==> config.mk <==
export PLATFORM = sky130hd
export DESIGN_NAME = idex_skid_stage
export DESIGN_NICKNAME = d
export VERILOG_FILES = /design/src/rtl/datapath_pkg.sv /design/src/rtl/idex_payload_reg.sv /design/src/rtl/idex_skid_stage.sv
export SDC_FILE = /design/constraint.sdc
export NUM_CORES = 1
export LEC_CHECK = 0
export CELL_PAD_IN_SITES_DETAIL_PLACEMENT = 1
export CELL_PAD_IN_SITES_GLOBAL_PLACEMENT = 2
export CORE_AREA = 2 2 166 168
export CTS_CLUSTER_SIZE = 20
export DETAILED_ROUTE_END_ITERATION = 7
export DIE_AREA = 0 0 168 170
export PLACE_DENSITY_LB_ADDON = 0.1
export SYNTH_ARGS = -nofsm -noshare
export SYNTH_HDL_FRONTEND = slang
export SYNTH_SLANG_ARGS = --single-unit
==> constraint.sdc <==
create_clock -name C -period 2 [get_ports C]
set_input_delay 0.2 -clock C [delete_from_list [all_inputs] [get_ports C]]
set_output_delay 0.2 -clock C [all_outputs]
set_load 0.1 [all_outputs]
==> src/rtl/datapath_pkg.sv <==
// Shared definitions for the 16-bit datapath pipeline stages: field widths,
// payload sizing and ID/EX skid-stage state encoding.
package datapath_pkg;

    localparam int DATA_W_DEF    = 16;
    localparam int REG_W_DEF     = 4;
    localparam int CTRL_W_DEF    = 12;
    localparam int PAYLOAD_W_DEF = 3 * DATA_W_DEF + 4 * REG_W_DEF + CTRL_W_DEF;

    typedef enum logic [1:0] {
        ST_EMPTY = 2'd0,
        ST_ONE   = 2'd1,
        ST_FULL  = 2'd2
    } idex_state_e;

    function automatic int payload_w(input int data_w, input int reg_w, input int ctrl_w);
        return 3 * data_w + 4 * reg_w + ctrl_w;
    endfunction

endpackage

==> src/rtl/idex_payload_reg.sv <==
// Width-parametrised payload register with synchronous clear (priority) and load enable.
module idex_payload_reg #(
    parameter int W = 8
) (
    input  logic         clk,
    input  logic         clr,
    input  logic         ld,
    input  logic [W-1:0] d,
    output logic [W-1:0] q
);

    // Payload storage: clear wins over load, otherwise hold.
    always_ff @(posedge clk) begin
        if (clr) begin
            q <= {W{1'b0}};
        end else if (ld) begin
            q <= d;
        end else begin
            q <= q;
        end
    end

endmodule

==> src/rtl/idex_skid_stage.sv <==
// ID/EX pipeline stage with valid/ready handshakes, 2-entry skid, flush and bubble zeroing.
// Optional stall counter output enabled by defining IDEX_STALL_CNT_EN.
module idex_skid_stage
    import datapath_pkg::*;
#(
    parameter int DATA_W = DATA_W_DEF,
    parameter int REG_W  = REG_W_DEF,
    parameter int CTRL_W = CTRL_W_DEF
) (
    input  logic              C,
    input  logic              R,
    input  logic              flush,
    input  logic              in_valid,
    output logic              in_ready,
    input  logic [DATA_W-1:0] in_d1,
    input  logic [DATA_W-1:0] in_d2,
    input  logic [DATA_W-1:0] in_d15,
    input  logic [REG_W-1:0]  in_rs,
    input  logic [REG_W-1:0]  in_rt1,
    input  logic [REG_W-1:0]  in_rt2,
    input  logic [REG_W-1:0]  in_rd,
    input  logic [CTRL_W-1:0] in_ctrl,
    output logic              out_valid,
    input  logic              out_ready,
    output logic [DATA_W-1:0] out_d1,
    output logic [DATA_W-1:0] out_d2,
    output logic [DATA_W-1:0] out_d15,
    output logic [REG_W-1:0]  out_rs,
    output logic [REG_W-1:0]  out_rt1,
    output logic [REG_W-1:0]  out_rt2,
    output logic [REG_W-1:0]  out_rd,
`ifdef IDEX_STALL_CNT_EN
    output logic [15:0]       stall_cnt,
`endif
    output logic [CTRL_W-1:0] out_ctrl
);

    localparam int PW = payload_w(DATA_W, REG_W, CTRL_W);

    idex_state_e       state_r;
    idex_state_e       state_nx_s;
    logic              main_valid_s;
    logic              skid_valid_s;
    logic              accept_s;
    logic              consume_s;
    logic              main_ld_s;
    logic              skid_ld_s;
    logic              main_sel_skid_s;
    logic [PW-1:0]     in_pl_s;
    logic [PW-1:0]     main_d_s;
    logic [PW-1:0]     main_q_s;
    logic [PW-1:0]     skid_q_s;
    logic [CTRL_W-1:0] main_ctrl_s;

    assign main_valid_s = (state_r != ST_EMPTY);
    assign skid_valid_s = (state_r == ST_FULL);

    // in_ready comes only from registered state, so it never loops through out_ready.
    assign in_ready  = !skid_valid_s && !R;
    assign accept_s  = in_valid && in_ready;
    assign consume_s = main_valid_s && out_ready;

    assign in_pl_s  = {in_d1, in_d2, in_d15, in_rs, in_rt1, in_rt2, in_rd, in_ctrl};
    assign main_d_s = main_sel_skid_s ? skid_q_s : in_pl_s;

    // Handshake FSM state register; reset and flush both empty the stage.
    always_ff @(posedge C) begin
        if (R) begin
            state_r <= ST_EMPTY;
        end else if (flush) begin
            state_r <= ST_EMPTY;
        end else begin
            state_r <= state_nx_s;
        end
    end

    // Next-state and payload load decisions for EMPTY/ONE/FULL.
    always_comb begin
        state_nx_s      = state_r;
        main_ld_s       = 1'b0;
        skid_ld_s       = 1'b0;
        main_sel_skid_s = 1'b0;
        case (state_r)
            ST_EMPTY: begin
                if (accept_s) begin
                    state_nx_s = ST_ONE;
                    main_ld_s  = 1'b1;
                end else begin
                    state_nx_s = ST_EMPTY;
                end
            end
            ST_ONE: begin
                if (consume_s && accept_s) begin
                    state_nx_s = ST_ONE;
                    main_ld_s  = 1'b1;
                end else if (consume_s) begin
                    state_nx_s = ST_EMPTY;
                end else if (accept_s) begin
                    state_nx_s = ST_FULL;
                    skid_ld_s  = 1'b1;
                end else begin
                    state_nx_s = ST_ONE;
                end
            end
            ST_FULL: begin
                if (consume_s) begin
                    state_nx_s      = ST_ONE;
                    main_ld_s       = 1'b1;
                    main_sel_skid_s = 1'b1;
                end else begin
                    state_nx_s = ST_FULL;
                end
            end
            default: begin
                state_nx_s = ST_EMPTY;
            end
        endcase
    end

    // Loads are suppressed on flush; the retained payload is hidden by ctrl zeroing.
    idex_payload_reg #(.W(PW)) u_main (
        .clk (C),
        .clr (R),
        .ld  (main_ld_s && !flush),
        .d   (main_d_s),
        .q   (main_q_s)
    );

    idex_payload_reg #(.W(PW)) u_skid (
        .clk (C),
        .clr (R),
        .ld  (skid_ld_s && !flush),
        .d   (in_pl_s),
        .q   (skid_q_s)
    );

    assign {out_d1, out_d2, out_d15, out_rs, out_rt1, out_rt2, out_rd, main_ctrl_s} = main_q_s;
    assign out_valid = main_valid_s;
    assign out_ctrl  = main_valid_s ? main_ctrl_s : {CTRL_W{1'b0}};

`ifdef IDEX_STALL_CNT_EN
    logic [15:0] stall_cnt_r;

    // Saturating count of cycles the head entry is blocked; survives flush.
    always_ff @(posedge C) begin
        if (R) begin
            stall_cnt_r <= 16'h0000;
        end else if (main_valid_s && !out_ready && (stall_cnt_r != 16'hFFFF)) begin
            stall_cnt_r <= stall_cnt_r + 16'h0001;
        end else begin
            stall_cnt_r <= stall_cnt_r;
        end
    end

    assign stall_cnt = stall_cnt_r;
`endif

endmodule

==> results by group <==
Yosys
  • Post-synthesis sequential area ratio: 43.4%
  • Syn nets: 865
  • Yosys warns: 0
  • Cells after synthesis: 782
  • Cell area after synthesis: 7100 µm²
  • Mean Syn Cell Area: 9.08 µm²
  • Synth area leaders: dfxtp_1 (43%), mux2i_1 (11%), a221oi_2 (8.5%)
  • Post-synth top area share: 43.4%
  • Seq cells post-synth: 154
  • Yosys top cell by area: dfxtp_1
  • Netlist cell types: 29

Critical path
  • Delay-heaviest family, CP: compound AO/OA/AOI/OAI gates
  • CP startpoint: state_r[1]
  • Worst EP required: 2.32 ns
  • CP Max Fanout: 14
  • Crit-path cells: buf_6 -> a21oi_4 -> and2_4 -> ha_4 -> nor4bb_4 -> a211o_4 -> buf_12 -> a221oi_1
  • Worst Setup End Kind: flip-flop
  • CP peak stage delay: 0.41 ns
  • Reg-to-Reg Start: state_r[1]
  • Crit path kind: reg -> reg
  • Critical path arrival: 2.27 ns
  • Crit-path slowest cell: a211o_4
  • CP bufs+invs: 2
  • Worst setup SP type: flip-flop

Power
  • Pwr dens: 817 nW/µm²
  • Total power: 7890 µW
  • Leak: 0.00387 µW
  • Maximum VDD drop: 0.000388 V

Global routing
  • Largest net degree at the start of global routing: 61
  • Gr usage total: 15.3%
  • Initial antenna violation count: 1
  • First-pass GRT wire length: 34.4 mm
  • Vias in the first global route: 6238
  • Overflow after GRT: 0

STA
  • Relative slew margins: 45.3%
  • Fmax: 0.514 GHz
  • Clock Skew: 0.0124 ns
  • Final setup fails: 0
  • Minimum clock period after layout: 1.95 ns
  • Final hold viol count: 0
  • Final Max Tran Viols: 0
  • Period Utilization, post-route: 97.3%
  • Post-route setup slack: 0.0535 ns
  • Least-Margin Pin Slew: 0.820 ns

Clock network
  • Clock root cell: clkbuf_16
  • Clock slew at reported path FFs: 0.06 ns
  • Clk sinks: 154
  • CTS tree: yes
  • Max Root-Sink Buffers: 2
  • TritonCTS Buffers: 17
  • Htree depth: 4
  • Worst skew pair latency: 0.43 ns

Drt
  • DRT iter0 DRCs: 203
  • Met1 wire length: 10.4 mm
  • DR top layer: met4
  • Drt first pass iters: 4
  • Post-route ant nets: 0
  • DRT Wirelength: 22.4 mm
  • Post-DR wirelength/cell: 18.3 µm
  • Post-route DRC: 0
  • Via density: 4.76
  • Vias: 5828
  • WL met3: 923 µm
  • WL met2: 10.7 mm

Floorplanning
  • I/O pin count: 159
  • Area of the die: 28600 µm²
  • Die Y: 170 µm
  • Rows: 60
  • Die Span X: 168 µm
  • Core ar.: 26700 µm²
  • Initial core utilization: 26.6%

Place
  • Placed insts: 1183
  • GPL Wtd Cong: 0.746
  • HPWL after DPL: 14.3 mm
  • I/O Buffers: 158
  • Pre-CTS setup slack: -0.201 ns

Worst hold path
  • Hold WC Path Type: in -> reg
  • Min-delay src: R

Layout
  • Layout cells sized above 1: 25.3%
  • Final Core Density: 36.2%
  • Net count, final: 952
  • Cell Count, Final, Fillers Out: 1224
  • Layout Area Growth over Synthesis: 35.9%

Run
  • Max_cap viols: 0

Status
  • Status: complete, no violations
[what timing repair did]
item	in CTS	in global routing
hold endpoints to repair	0	0
pin swaps	0	3
setup endpoints to repair	2	83
cloned	0	4
hold buffers	0	0
buffers inserted	0	5
gates resized for setup	1	23
[per-stage QoR]
stage / hold WS (ns) / TNS (ns) / instance area, µm²
2_1_floorplan: 0.265 / -40.36 / 7240
3_3_place_gp: 0.441 / -10.96 / 8790
3_5_place_dp: 0.448 / -17.15 / 8790
4_1_cts: 0.163 / 0 / 9400
5_1_grt: 0.197 / -0.0656 / 9650
6_report: 0.203 / 0 / 9650
[metal layers]
| layer | vias to the layer above | track usage [%] |
|---|---|---|
| li1 | 2822 | - |
| met1 | 2881 | 19.4 |
| met2 | 109 | 25.8 |
| met3 | 16 | 3.60 |
| met4 | 0 | 4.91 |
| met5 | - | 0 |
[sequential cells by signal, summed over array words and instances (netlist names)]
| signal | flops |
|---|---|
| state_r | 2 |
| u_main.q | 76 |
| u_skid.q | 76 |
[report_power, final]
group | leakage (µW) | internal [µW] | switching [µW]
combinational | 0.00232 | 423 | 865
clock | 0.000295 | 2010 | 1380
sequential | 0.00125 | 3150 | 55.5
total | 0.00387 | 5590 | 2300
[area by class of cell]
cell class	instances	area, µm²
clock inverters	13	164
flip-flops and latches	154	3090
clock buffers	19	443
well taps	341	427
inverters	4	17.5
repair buffers	201	2120
diodes	1	2.50
fillers	2978	17000
multi-input cells	491	3380
[worst register-to-register path: stages, from the launching register on]
cell	delay (ns)
dfxtp_4	0.36
buf_6	0.11
a21oi_4	0.05
and2_4	0.14
ha_4	0.15
nor4bb_4	0.16
a211o_4	0.41
buf_12	0.18
a221oi_1	0.28
[path summary, 6_finish.rpt]
kind / endpoint / slack, ns / cells after the start
worst min register to register: u_skid.q[53] / 0.45 / 2
worst min-delay path: state_r[0] / 0.20 / 4
worst max-delay path: u_main.q[61] / 0.05 / 8
worst max register to register: u_main.q[61] / 0.05 / 8
[cell families after synthesis]
| kind of cell | after synthesis | synth area share, % |
|---|---|---|
| simple gates | 254 | 14.7 |
| flops | 154 | 43.4 |
| compound gates | 158 | 18.8 |
| buf+inv | 138 | 12.0 |
| fa+ha+maj | 2 | 0.353 |
| mux | 76 | 10.7 |
[cells in the mapped netlist]
| cell type | count |
|---|---|
| dfxtp_1 | 154 |
| nand2_1 | 152 |
| nor2_1 | 78 |
| a21oi_1 | 77 |
| mux2i_1 | 76 |
| buf_4 | 70 |
| a221oi_2 | 40 |
| a221oi_1 | 36 |
| clkbuf_1 | 31 |
| buf_2 | 23 |
| nor2b_1 | 13 |
| buf_6 | 6 |
| buf_1 | 4 |
| inv_1 | 4 |
| and2_1 | 2 |
| ha_1 | 2 |
| nor4bb_1 | 2 |
| a211o_1 | 1 |
| a211oi_1 | 1 |
| a31oi_1 | 1 |
| and2_0 | 1 |
| and4bb_2 | 1 |
| nand3b_1 | 1 |
| nand4bb_1 | 1 |
| nor3_1 | 1 |
| nor3b_1 | 1 |
| nor3b_2 | 1 |
| o21ai_0 | 1 |
| o21ai_1 | 1 |
[cells in the final DEF, fill, tap and decap left out, types with 3 or more instances in the layout]
| cell type | instances |
|---|---|
| a21oi_1 | 76 |
| nand2_1 | 152 |
| clkinv_2 | 3 |
| a221oi_2 | 53 |
| buf_4 | 88 |
| mux2i_1 | 76 |
| dfxtp_1 | 152 |
| buf_6 | 3 |
| a221oi_1 | 22 |
| nor2b_1 | 13 |
| clkdlybuf4s50_1 | 79 |
| inv_6 | 4 |
| inv_1 | 3 |
| nor2_1 | 77 |
| buf_12 | 28 |
| bufinv_16 | 3 |
| clkbuf_16 | 20 |
Note: power is estimated with default switching activity, not from simulation.
